--- src/rtl/efcc_logger_pkg.sv ---
// Shared types and constants for the timestamp BRAM logger: FSM states and
// status-counter width plus its saturation value.
package efcc_logger_pkg;

    typedef enum logic [1:0] {
        IDLE = 2'd0,
        RUN  = 2'd1,
        FULL = 2'd2
    } state_t;

    localparam int STAT_WIDTH = 32;
    localparam logic [STAT_WIDTH-1:0] STAT_SAT = '1;

    function automatic logic isSaturated(input logic [STAT_WIDTH-1:0] value);
        return value == STAT_SAT;
    endfunction

endpackage

--- src/rtl/timestamp_bram_logger_sat_counter.sv ---
// Saturating status counter: clear has priority, increments stop at STAT_SAT.
module sat_counter
    import efcc_logger_pkg::*;
(
    input  logic                  clk,
    input  logic                  rst,
    input  logic                  i_clear,
    input  logic                  i_inc,
    output logic [STAT_WIDTH-1:0] o_count
);

    logic [STAT_WIDTH-1:0] r_count;

    always_ff @(posedge clk or posedge rst) begin
        if (rst) begin
            r_count <= '0;
        end else if (i_clear) begin
            r_count <= '0;
        end else if (i_inc && !isSaturated(r_count)) begin
            r_count <= r_count + 1'b1;
        end
    end

    assign o_count = r_count;

endmodule

--- src/rtl/timestamp_bram_logger.sv ---
// Captures a stream of timestamp records into consecutive BRAM words through a
// write-only native BRAM port, with start/stop control and ring-buffer option.
module timestamp_bram_logger
    import efcc_logger_pkg::*;
#(
    parameter int BRAMDATA_WIDTH = 64,
    parameter int BRAMADDR_WIDTH = 18
) (
    input  logic                        clk,
    input  logic                        rst,
    input  logic [BRAMDATA_WIDTH-1:0]   s_axis_tdata,
    input  logic                        s_axis_tvalid,
    output logic                        s_axis_tready,
    input  logic                        cfg_start,
    input  logic                        cfg_stop,
    input  logic                        cfg_wrap,
    input  logic [BRAMADDR_WIDTH-1:0]   cfg_last_addr,
    output logic                        stat_busy,
    output logic                        stat_full,
    output logic                        stat_wrapped,
    output logic [STAT_WIDTH-1:0]       stat_count,
    output logic [STAT_WIDTH-1:0]       stat_drop,
    output logic                        m_clka,
    output logic                        m_rsta,
    output logic [BRAMADDR_WIDTH-1:0]   m_addra,
    output logic [BRAMDATA_WIDTH-1:0]   m_dina,
    output logic                        m_ena,
    output logic [BRAMDATA_WIDTH/8-1:0] m_wea,
    input  logic [BRAMDATA_WIDTH-1:0]   m_douta
);

    localparam int WE_WIDTH = BRAMDATA_WIDTH / 8;

    state_t                      r_state;
    state_t                      w_nextState;
    logic [BRAMADDR_WIDTH-1:0]   r_addr;
    logic [BRAMADDR_WIDTH-1:0]   r_lastAddr;
    logic                        r_wrap;
    logic                        r_full;
    logic                        r_wrapped;
    logic                        r_ena;
    logic [BRAMADDR_WIDTH-1:0]   r_addrOut;
    logic [BRAMDATA_WIDTH-1:0]   r_dinOut;

    logic                        w_start;
    logic                        w_stop;
    logic                        w_accept;
    logic                        w_drop;
    logic                        w_atLast;
    logic                        w_unusedDouta;

    // A simultaneous stop cancels the start entirely, including the latching.
    assign w_stop   = cfg_stop;
    assign w_start  = cfg_start && !cfg_stop;
    assign w_accept = s_axis_tvalid && (r_state == RUN) && !cfg_start && !cfg_stop;
    assign w_drop   = s_axis_tvalid && !w_accept;
    assign w_atLast = (r_addr == r_lastAddr);

    assign w_unusedDouta = ^m_douta;

    always_ff @(posedge clk or posedge rst) begin
        if (rst) begin
            r_state <= IDLE;
        end else begin
            r_state <= w_nextState;
        end
    end

    always_comb begin
        w_nextState = r_state;
        if (w_stop) begin
            w_nextState = IDLE;
        end else if (w_start) begin
            w_nextState = RUN;
        end else if (w_accept && w_atLast && !r_wrap) begin
            w_nextState = FULL;
        end
    end

    // In stop-when-full mode the address parks on the last word.
    always_ff @(posedge clk or posedge rst) begin
        if (rst) begin
            r_addr     <= '0;
            r_lastAddr <= '0;
            r_wrap     <= 1'b0;
            r_full     <= 1'b0;
            r_wrapped  <= 1'b0;
        end else if (w_start) begin
            r_addr     <= '0;
            r_lastAddr <= cfg_last_addr;
            r_wrap     <= cfg_wrap;
            r_full     <= 1'b0;
            r_wrapped  <= 1'b0;
        end else if (w_accept) begin
            if (w_atLast) begin
                if (r_wrap) begin
                    r_addr    <= '0;
                    r_wrapped <= 1'b1;
                end else begin
                    r_full    <= 1'b1;
                end
            end else begin
                r_addr <= BRAMADDR_WIDTH'(r_addr + 1'b1);
            end
        end
    end

    always_ff @(posedge clk or posedge rst) begin
        if (rst) begin
            r_ena     <= 1'b0;
            r_addrOut <= '0;
            r_dinOut  <= '0;
        end else begin
            r_ena <= w_accept;
            if (w_accept) begin
                r_addrOut <= r_addr;
                r_dinOut  <= s_axis_tdata;
            end
        end
    end

    sat_counter u_countCounter (
        .clk     (clk),
        .rst     (rst),
        .i_clear (w_start),
        .i_inc   (w_accept),
        .o_count (stat_count)
    );

    sat_counter u_dropCounter (
        .clk     (clk),
        .rst     (rst),
        .i_clear (1'b0),
        .i_inc   (w_drop),
        .o_count (stat_drop)
    );

    assign s_axis_tready = 1'b1;
    assign stat_busy     = (r_state == RUN);
    assign stat_full     = r_full;
    assign stat_wrapped  = r_wrapped;

    assign m_clka  = clk;
    assign m_rsta  = rst;
    assign m_addra = r_addrOut;
    assign m_dina  = r_dinOut;
    assign m_ena   = r_ena;
    assign m_wea   = {WE_WIDTH{r_ena}};

endmodule

--- config.mk ---
export PLATFORM = sky130hd
export DESIGN_NAME = timestamp_bram_logger
export DESIGN_NICKNAME = d
export VERILOG_FILES = /design/src/rtl/efcc_logger_pkg.sv /design/src/rtl/timestamp_bram_logger_sat_counter.sv /design/src/rtl/timestamp_bram_logger.sv
export SDC_FILE = /design/constraint.sdc
export NUM_CORES = 1
export LEC_CHECK = 0
export ABC_AREA = 1
export CAP_MARGIN = 10
export CORE_ASPECT_RATIO = 0.5
export CORE_UTILIZATION = 43
export DETAILED_ROUTE_END_ITERATION = 8
export GPL_ROUTABILITY_DRIVEN = 0
export PLACE_DENSITY = 0.77
export SETUP_SLACK_MARGIN = 0.4
export SLEW_MARGIN = 40
export SYNTH_ARGS = -nofsm -noshare
export SYNTH_HDL_FRONTEND = slang
export SYNTH_HIERARCHICAL = 1
export SYNTH_SLANG_ARGS = --single-unit
--- constraint.sdc ---
create_clock -name clk -period 3.9 [get_ports clk]
set_input_delay 0.78 -clock clk [delete_from_list [all_inputs] [get_ports clk]]
set_output_delay 0.78 -clock clk [all_outputs]
set_load 0.05 [all_outputs]
==> metrics <==
height of the die=roughly 110 um; first-pass GRT wire length=about 47,000 um; TNS Setup=0 ns; #FFs+latches synth=around 190; critical-path cell with the highest stage delay=dlygate4sd2_1; static leakage=~0.0064 uW; status=complete, but fails checks; total of max-cap violations=0; pwr dens=between 400 and 500 nW/um2; Synth area leaders=dfrtp_1 46%, nand2_1 23%, nor2_1 5.2%, nand3_1 4.2%, inv_1 3.9%; Worst EP arrival=between 2 and 3 ns; Starting Density=0.444; most used cell, CP=clkbuf_16; Worst-Margin Slew=0.770 ns; 1st-iter DRT viols=roughly 1,000; clk slew on worst S/H paths=0.06 ns; CP max stage delay=0.42 ns; post-cts sizing count=1; worst-path cell chain=clkbuf_16, clkbuf_16, dlygate4sd2_1; Required @ worst endpoint=approximately 3.1 ns; Post-synth EDFFs=0; Max Fanout on Critical Path=2; Netlist Area Pre-Place=10,300 um2; Post-CTS Setup Inserts=0; Vias=9,781; Synth Area in Adders=0.00365; initial antenna violation count=2; Synth Area in Simple Gates=0.387; Port-buffer cells=between 200 and 250; growth of design area from synthesis to finish=33.0%; failing checks=design-rule violations; sequential share of the synthesized area=0.458; DPL Wire Length=between 20,000 and 25,000 um; Final Hold Fails=0; Final Max Slew Viols=0; endpoint class of the critical path=output pin; Crit Path Class=clk2out; die area=approximately 25,000 um2; Final #Nets=between 1,500 and 2,000; pin count of the biggest net entering global routing=83; total power=between 6000 and 7000 uW; top-area cell type share of the netlist area=0.458; largest family of logic cells by synthesized area=simple AND/OR/NAND/NOR gates; max_slew headroom=0.487; drt drc=7; GRT Total Usage=0.240; syn avg cell area=just over 7 um2; most common cell after layout, fill and taps aside=nand2_1; Synth Area in Compound Gates=0.0443; WL final=between 20,000 and 30,000 um; die width=between 200 and 250 um; row count=39; Synth Instances=1,438; multiplexer share of the synthesized area=0; startpoint types=clock port; post-layout util=0.591; CTS Hold Bufs=0; Layout fillers=about 2,100; vias in the first global route=a little over 9,000; yosys warns=6; final number of setup-violating endpoints=0; Max VDD drop=around 240 uV; commonest non-fill, non-tap cells in the layout=638 x nand2_1, 246 x clkdlybuf4s50_1, 188 x dfrtp_1, 141 x nor2_1, 106 x inv_1; ys flop type=dfrtp_1; worst min-delay path class=reg2reg; 1st-pass router iterations=7; core footprint=~23,000 um2; Routed Antenna Nets=0; leading area contributor after synthesis=dfrtp_1; Skew-Pair Late Insertion Delay=about 0.56 ns; RSZ-0062 raised after global routing=false; asr flop ratio synth=1.00; GR Overflow Total=0; layout cells sized above 1=0.0704; average wire per standard cell=approximately 14 um; CTS tree=done; synth unique cells=36; # IOs=around 310; Synth Area in XOR/XNOR=0.0256; via/cell ratio=4.93; Worst Skew=0.0101 ns
flip-flops by register name (all words and copies together), names as in the netlist:
signal and cells:
m_dina 64, r_state 2, stat_wrapped 1, r_lastAddr 18, r_addr 18, m_addra 18, m_ena 1, r_wrap 1
u_countCounter/o_count 32, u_dropCounter/o_count 32, stat_full 1
cell families (layout without fill, tap and decap cells):
family	count (synthesis)	count (layout)
and+or+nand+nor	946	946
DFF	188	188
buffers and inverters	186	423
AOI/OAI and AO/OA	83	83
xor gates and xnor gates	30	30
adders and majority gates	3	3
other	2	5
layout make-up:
class                   count  area [um2]  share of cell area
diodes                      2        5.00            0.000366
clock buffers              24         541              0.0396
clock inverters            11         168              0.0123
inverters                 128         484              0.0354
multi-input cells        1065        4760               0.349
flip-flops and latches    188        4700               0.344
well taps                 307         384              0.0281
repair buffers            260        2620               0.191
power by group:
part | total, uW | switching (uW) | leakage, uW | internal (uW)
registers | 2320 | 156 | 0.00250 | 2170
clock network | 2080 | 840 | 0.000344 | 1240
logic | 1620 | 1080 | 0.00359 | 542
total | 6030 | 2080 | 0.00644 | 3950
synth_stat cells (8+ instances only):
cell type  number
buf_2          13
buf_4          18
clkbuf_1       18
dfrtp_1       188
inv_1         107
inv_2          18
nand2_1       638
nand2_2         9
nand2_4         9
nand3_1        86
nand4_1        28
nor2_1        142
nor2_2         15
o21ai_0        61
xnor2_1         8
xor2_1         22
per-stage QoR:
step / hold slack (ns) / instances / cell area [um2] / setup slack, ns
3_5_place_dp: 0.465 / 1949 / 12900 / 0.498
3_3_place_gp: 0.461 / 1947 / 12900 / 0.498
5_1_grt: 0.488 / 1985 / 13700 / 0.494
2_1_floorplan: 0.456 / 1439 / 10300 / 1.00
6_report: 0.477 / 1985 / 13700 / 0.502
4_1_cts: 0.482 / 1983 / 13600 / 0.498
per-layer routing:
layer,vias up,track usage,part of all wire
li1,4883,-,-
met1,4559,0.310,0.44
met2,298,0.400,0.49
met3,41,0.0488,0.049
met4,0,0.0845,0.018
met5,-,0,0
final timing paths:
path	from	endpoint	slack, ns	depth (start not counted)
hold reg to reg	m_dina[14]$_DFFE_PP0P_	m_dina[14]$_DFFE_PP0P_	0.48	2
setup reg to reg	u_countCounter/o_count[1]$_DFFE_PP0P_	u_countCounter/o_count[28]$_DFFE_PP0P_	1.70	11
min in group asynchronous	rst	r_addr[7]$_DFFE_PP0P_	0.63	2
hold / removal	m_dina[14]$_DFFE_PP0P_	m_dina[14]$_DFFE_PP0P_	0.48	2
setup / recovery	clk	m_clka	0.50	3
max in group asynchronous	rst	u_dropCounter/o_count[29]$_DFFE_PP0P_	2.35	3
worst max-delay path, delay by kind of cell:
family / cells / cell delay [ns]
buf+inv: 3 / 0.67
No activity file was read; power rests on OpenSTA's default activity.
